[src/rtl/vga_sync_module.sv]
// 640x480@60 raster timing generator: free-running pixel/line counters decoded
// into registered, mutually aligned sync, visible-area, coordinate and frame-start outputs.
module vga_sync_module #(
  parameter int H_VISIBLE = 640,
  parameter int H_FRONT   = 16,
  parameter int H_SYNC    = 96,
  parameter int H_BACK    = 48,
  parameter int V_VISIBLE = 480,
  parameter int V_FRONT   = 10,
  parameter int V_SYNC    = 2,
  parameter int V_BACK    = 33
) (
  input  logic       clk_25MHz,
  input  logic       rst_n,
  output logic       hsync,
  output logic       vsync,
  output logic       video_on,
  output logic [9:0] pixel_x,
  output logic [9:0] pixel_y,
  output logic       frame_start
);

  localparam int H_TOTAL = H_VISIBLE + H_FRONT + H_SYNC + H_BACK;
  localparam int V_TOTAL = V_VISIBLE + V_FRONT + V_SYNC + V_BACK;

  localparam logic [9:0] H_LAST   = 10'(H_TOTAL - 1);
  localparam logic [9:0] V_LAST   = 10'(V_TOTAL - 1);
  localparam logic [9:0] H_VIS    = 10'(H_VISIBLE);
  localparam logic [9:0] V_VIS    = 10'(V_VISIBLE);
  localparam logic [9:0] HS_START = 10'(H_VISIBLE + H_FRONT);
  localparam logic [9:0] HS_END   = 10'(H_VISIBLE + H_FRONT + H_SYNC);
  localparam logic [9:0] VS_START = 10'(V_VISIBLE + V_FRONT);
  localparam logic [9:0] VS_END   = 10'(V_VISIBLE + V_FRONT + V_SYNC);

  logic [9:0] r_h_cnt_p0;
  logic [9:0] r_v_cnt_p0;

  logic       w_h_wrap;
  logic       w_v_wrap;
  logic       w_hsync_n;
  logic       w_vsync_n;
  logic       w_vis;
  logic       w_fs;

  logic       r_hsync_p1;
  logic       r_vsync_p1;
  logic       r_vis_p1;
  logic       r_fs_p1;
  logic [9:0] r_x_p1;
  logic [9:0] r_y_p1;

  assign w_h_wrap = (r_h_cnt_p0 == H_LAST);
  assign w_v_wrap = (r_v_cnt_p0 == V_LAST);

  // Stage p0: raster position counters
  always_ff @(posedge clk_25MHz or negedge rst_n) begin
    if (!rst_n) begin
      r_h_cnt_p0 <= '0;
      r_v_cnt_p0 <= '0;
    end else begin
      if (w_h_wrap) begin
        r_h_cnt_p0 <= '0;
        r_v_cnt_p0 <= w_v_wrap ? 10'd0 : r_v_cnt_p0 + 10'd1;
      end else begin
        r_h_cnt_p0 <= r_h_cnt_p0 + 10'd1;
      end
    end
  end

  assign w_hsync_n = !((r_h_cnt_p0 >= HS_START) && (r_h_cnt_p0 < HS_END));
  assign w_vsync_n = !((r_v_cnt_p0 >= VS_START) && (r_v_cnt_p0 < VS_END));
  assign w_vis     = (r_h_cnt_p0 < H_VIS) && (r_v_cnt_p0 < V_VIS);
  assign w_fs      = (r_h_cnt_p0 == 10'd0) && (r_v_cnt_p0 == 10'd0);

  // Stage p1: registered decode, all outputs describe the same (x, y)
  always_ff @(posedge clk_25MHz or negedge rst_n) begin
    if (!rst_n) begin
      r_hsync_p1 <= 1'b1;
      r_vsync_p1 <= 1'b1;
      r_vis_p1   <= 1'b0;
      r_fs_p1    <= 1'b0;
      r_x_p1     <= '0;
      r_y_p1     <= '0;
    end else begin
      r_hsync_p1 <= w_hsync_n;
      r_vsync_p1 <= w_vsync_n;
      r_vis_p1   <= w_vis;
      r_fs_p1    <= w_fs;
      r_x_p1     <= r_h_cnt_p0;
      r_y_p1     <= r_v_cnt_p0;
    end
  end

  assign hsync       = r_hsync_p1;
  assign vsync       = r_vsync_p1;
  assign video_on    = r_vis_p1;
  assign frame_start = r_fs_p1;
  assign pixel_x     = r_x_p1;
  assign pixel_y     = r_y_p1;

endmodule

[config.mk]
export PLATFORM = sky130hd
export DESIGN_NAME = vga_sync_module
export DESIGN_NICKNAME = d
export VERILOG_FILES = /design/src/rtl/vga_sync_module.sv
export SDC_FILE = /design/constraint.sdc
export NUM_CORES = 1
export LEC_CHECK = 0
export CORE_ASPECT_RATIO = 1.75
export CORE_UTILIZATION = 35
export DETAILED_ROUTE_END_ITERATION = 6
export MAX_ROUTING_LAYER = met4
export PLACE_DENSITY = 0.61
export REMOVE_ABC_BUFFERS = 1
export SLEW_MARGIN = 0
export SYNTH_ARGS = -nofsm -noshare
export SYNTH_HDL_FRONTEND = slang
export SYNTH_SLANG_ARGS = --single-unit
[constraint.sdc]
create_clock -name clk_25MHz -period 1.93 [get_ports clk_25MHz]
set_input_delay 0.386 -clock clk_25MHz [delete_from_list [all_inputs] [get_ports clk_25MHz]]
set_output_delay 0.386 -clock clk_25MHz [all_outputs]
set_load 0.05 [all_outputs]
======== Word level (Yosys, flattened, before mapping) ========
Cells that the tools add are included.
storage, ports and cells
  register bits ........................... 44
  input port bits ......................... 2
  output and inout bits ................... 24
  word-level logic and storage cells ...... 28
operators by class
  $add $sub $neg .......................... 2
  order comparisons ....................... 6
  equal/unequal tests ..................... 2
  muxes and demuxes ....................... 2
  reduce and logical (&&, ||, !) cells .... 8
operators by type and width
  kind                                                                                  number
  10-bit by 1-bit adder with 10-bit output, second input constant                       2
  10-bit equality test, second input constant                                           2
  10-bit logical NOT                                                                    2
  10-bit < comparator, second input constant                                            2
  10-bit by 9-bit < comparator with 1-bit output, second input constant                 2
  10-bit 2-to-1 mux                                                                     2
  10-bit greater-or-equal comparator, second input constant                             1
  10-bit by 9-bit greater-or-equal comparator with 1-bit output, second input constant  1
  1-bit logical AND                                                                     4
  1-bit logical NOT                                                                     2

======== Longest topological paths before layout ========
  depth in word-level cells ............... 3
  gate-level depth with buffers ........... 7
  depth with buffers taken out ............ 6

======== Worst setup path after synthesis ========
Ideal clock, no wire load.
  kind .................................... reg2reg
  start ................................... reg r_h_cnt_p0[0]
  end ..................................... reg r_v_cnt_p0[6]
  arrival ................................. 1.394 ns
  data required time ...................... 1.806 ns
  slack ................................... 0.413 ns
  cell stages (with the launch flop) ...... 7
  buffers on the path ..................... 1
  cells stage by stage .................... dfrtp_1 -> ha_1 -> and4_4 -> and4_1 -> buf_4 -> nand4_1 -> xnor2_1
between the ends
  cells in the longest elaborated chain, start to end .. 1
RTL lines
  element                   RTL line  RTL
  start: declaration        35        logic [9:0] r_h_cnt_p0;
  start signal: assignment  65        r_h_cnt_p0 <= r_h_cnt_p0 + 10'd1;
  10-bit equality test      52        assign w_h_wrap = (r_h_cnt_p0 == H_LAST);
  end signal: assignment    63        r_v_cnt_p0 <= w_v_wrap ? 10'd0 : r_v_cnt_p0 + 10'd1;
  end: declaration          36        logic [9:0] r_v_cnt_p0;
Every way passes these cells.
A chain may end at the register's enable or synchronous reset.

======== Final worst setup path ========
  start ................................... reg r_x_p1[2], in the netlist pixel_x[2]
  end ..................................... out pixel_x[2]
RTL lines
  element                   RTL line  RTL
  start: declaration        49        logic [9:0] r_x_p1;
  start signal: assignment  89        r_x_p1 <= r_h_cnt_p0;
  end: declaration          18        output logic [9:0] pixel_x,
No word-level cell between the ends.

==> results.md <==
* Outcome: finished clean
* Place WS at between 0.08 and 0.09 ns
* Commonest register cell after synthesis: dfrtp_1
* Post-synth top area cell: dfrtp_1
* H-tree depth at 2
* Core area at around 4700 um2
* TritonCTS Buffers at 5
* GP Congestion at just under 0.8
* Yosys reg bits at between 40 and 50
* Critical path class: reg -> out
* Placed cell areas at around 2000 um2
* Cell Chain, Critical Path: clkdlybuf4s50_1
* Cell leakage power at 0.939 nW
* Most common cell in the netlist: dfrtp_1
* Placed Cells at about 220
* Die area at 5200 um2
* CTS tree: built
* Post-CTS Setup Repair Bufs at 0
* DIE HEIGHT at about 95 um
* Hold Slack at about 0.14 ns
* Unrepaired setup endpoints after global routing: false
* CTS max path bufs at 2
* Top post-synthesis cells by area: dfrtp_1 (61%), ha_1 (3.6%), xnor2_1 (3.6%), nand3_1 (3.5%), dfstp_2 (3.1%)
* Dpl hpwl at about 2.2 mm
* Vias in the first global route at between 1,000 and 1,500
* First-pass GRT wire length at between 5 and 6 mm
* Initial antenna violation count at 0
* Final hold vios at 0
* Initial drt markers at 15
* Fin cells at roughly 230
* Cell count after synthesis at roughly 140
* Mean post-synth cell area at between 10 and 15 um2
* DRT Pass-1 Iters at 4
* CP Launch Type: flip-flop
* Max Cap Viol at 0
* PnR worst setup slack at between 0.1 and 0.15 ns
* Synth Cell Area at 1720 um2
* Global router's overall resource usage at 15.6%
* Fillcell total at 460
* CP Data Required Time at about 1.5 ns
* Slowest-stage cell, CP: clkdlybuf4s50_1
* Initial Util at 36.5%
* CP max FO at 1
* Top delay family on crit path: buffers and inverters
* DR vias at around 1,100
* Yosys top cell area share at between 60 and 70%
* Antenna-violating nets left at 0
* Drt drc at 0
* Register area share after synthesis at around 64%
* Multi-input logic area at 566 um2
* Fin area at between 2000 and 2500 um2
* Post-synth EDFFs at 0
* Critical path arrival at about 1.4 ns
* Vias per inst at approximately 5.1
* Cts hold-fix bufs at 0
* Final WL at 3.23 mm
* Row count at 33
* Library cells used by synthesis at 34
* VDD IR max at between 0.0006 and 0.0007 V
* Synth Warn # at 0
* Ant diodes at 0
* Clk_skew at just under 0.006 ns
* FFs w/ async S/R, synth at between 90% and 100%
* Highest Clock Rate at approximately 550 MHz
* CP Capture Type: output pin
* Minimum clock period at roughly 1.8 ns
* Final period util at between 90% and 100%
* Largest net degree at the start of global routing at 45
* Register area at ~1100 um2
* GRT overflow at 0
* Top-level port count at 26
* Layout Nets at 179
* Worst Hold Class: in -> async
* Area grow syn2layout at 23.0%
* Top post-synthesis cells by count: dfrtp_1 (42), nand3_1 (12), nand2_1 (7), o21ai_0 (7), xnor2_1 (7)
* Final Max Tran Viols at 0
* Crit path largest cell delay at about 0.80 ns
* Worst slew pin tran at between 0.5 and 0.6 ns
* Fraction of layout cells with a size suffix above 1 at around 14%
* Relative slew slack at between 60% and 70%
* Buffers on Ports at 25
* # clock sinks at 44
* Clock root buffer: clkbuf_8
* Setup TNS at 0 ns
* Final setup vio count at 0
* Crit path buffers/inverters at 1
* Cells resized by post-CTS repair at 0
* Clk_lat worst skew at approximately 0.3 ns
* Clk slew on worst S/H paths at 0.08 ns
* P per Cell Area at 722 nW/um2
* Drt wl/cell at 14.4 um
* Horiz. Die Dim at 55.0 um
-- worst paths after layout --
path,from,end,slack (ns),depth (start not counted)
max in group asynchronous,rst_n,vsync,1.40,2
min in group clk_25MHz,r_v_cnt_p0[7],pixel_y[7],0.46,0
hold / removal,rst_n,r_h_cnt_p0[4],0.14,2
setup reg to reg,r_h_cnt_p0[1],r_v_cnt_p0[0],0.14,6
setup / recovery,pixel_x[2],pixel_x[2],0.11,1
hold reg to reg,r_v_cnt_p0[7],pixel_y[7],0.46,0
-- placed cells by master, fill, tap and decap left out, types with 4 or more instances in the layout --
cell and instances:
clkbuf_8 6, nand2_1 7, nand3_1 12, buf_4 7
o21ai_0 7, xnor2_1 7, nor3_1 4, clkdlybuf4s50_1 21
nor2_1 6, nor4_1 4, inv_1 5, ha_1 5
dfrtp_1 42, nand4_1 6
-- sequential cells by signal, summed over array words and instances (netlist names) --
signal       count
frame_start      1
pixel_x         10
video_on         1
vsync            1
pixel_y         10
r_h_cnt_p0      10
hsync            1
r_v_cnt_p0      10
-- layout make-up --
cell class,count,area share (%)
Clock inverter,2,0.474
Inverter,5,0.888
Multi-Input combinational cell,87,26.8
Clock buffer,6,3.91
Tap cell,52,3.08
Timing Repair Buffer,29,12.7
Sequential cell,44,52.2
-- cells by family after synthesis --
family / after synthesis / share of synthesized area [%]
AND/OR/NAND/NOR: 54 / 17.7
buffers and inverters: 10 / 2.91
XOR/XNOR: 10 / 5.10
adder cells (fa/ha/maj): 5 / 3.64
flip-flops: 44 / 64.2
AO/OA/AOI/OAI: 18 / 6.41
-- report_power, final --
| group | switching [mW] | internal (mW) | total (mW) |
|---|---|---|---|
| registers | 0 | 0.921 | 0.921 |
| clock network | 0.300 | 0.285 | 0.585 |
| logic | 0.0165 | 0.00204 | 0.0185 |
-- metal layers --
metal	GRT usage [%]	part of all wire (%)	vias up	routed length, um
li1	-	-	553	-
met1	17.0	42	563	1350
met3	4.03	3.3	6	108
met4	9.79	2.3	0	74
met5	-	0	-	0
met2	24.3	53	26	1700
-- stage by stage --
stage	total power, mW	util [%]
2_1_floorplan	0.940	-
3_3_place_gp	0.959	42.9
3_5_place_dp	0.960	42.9
4_1_cts	1.54	44.9
5_1_grt	1.59	44.9
6_report	1.52	44.9
Note: power is estimated with default switching activity, not from simulation.
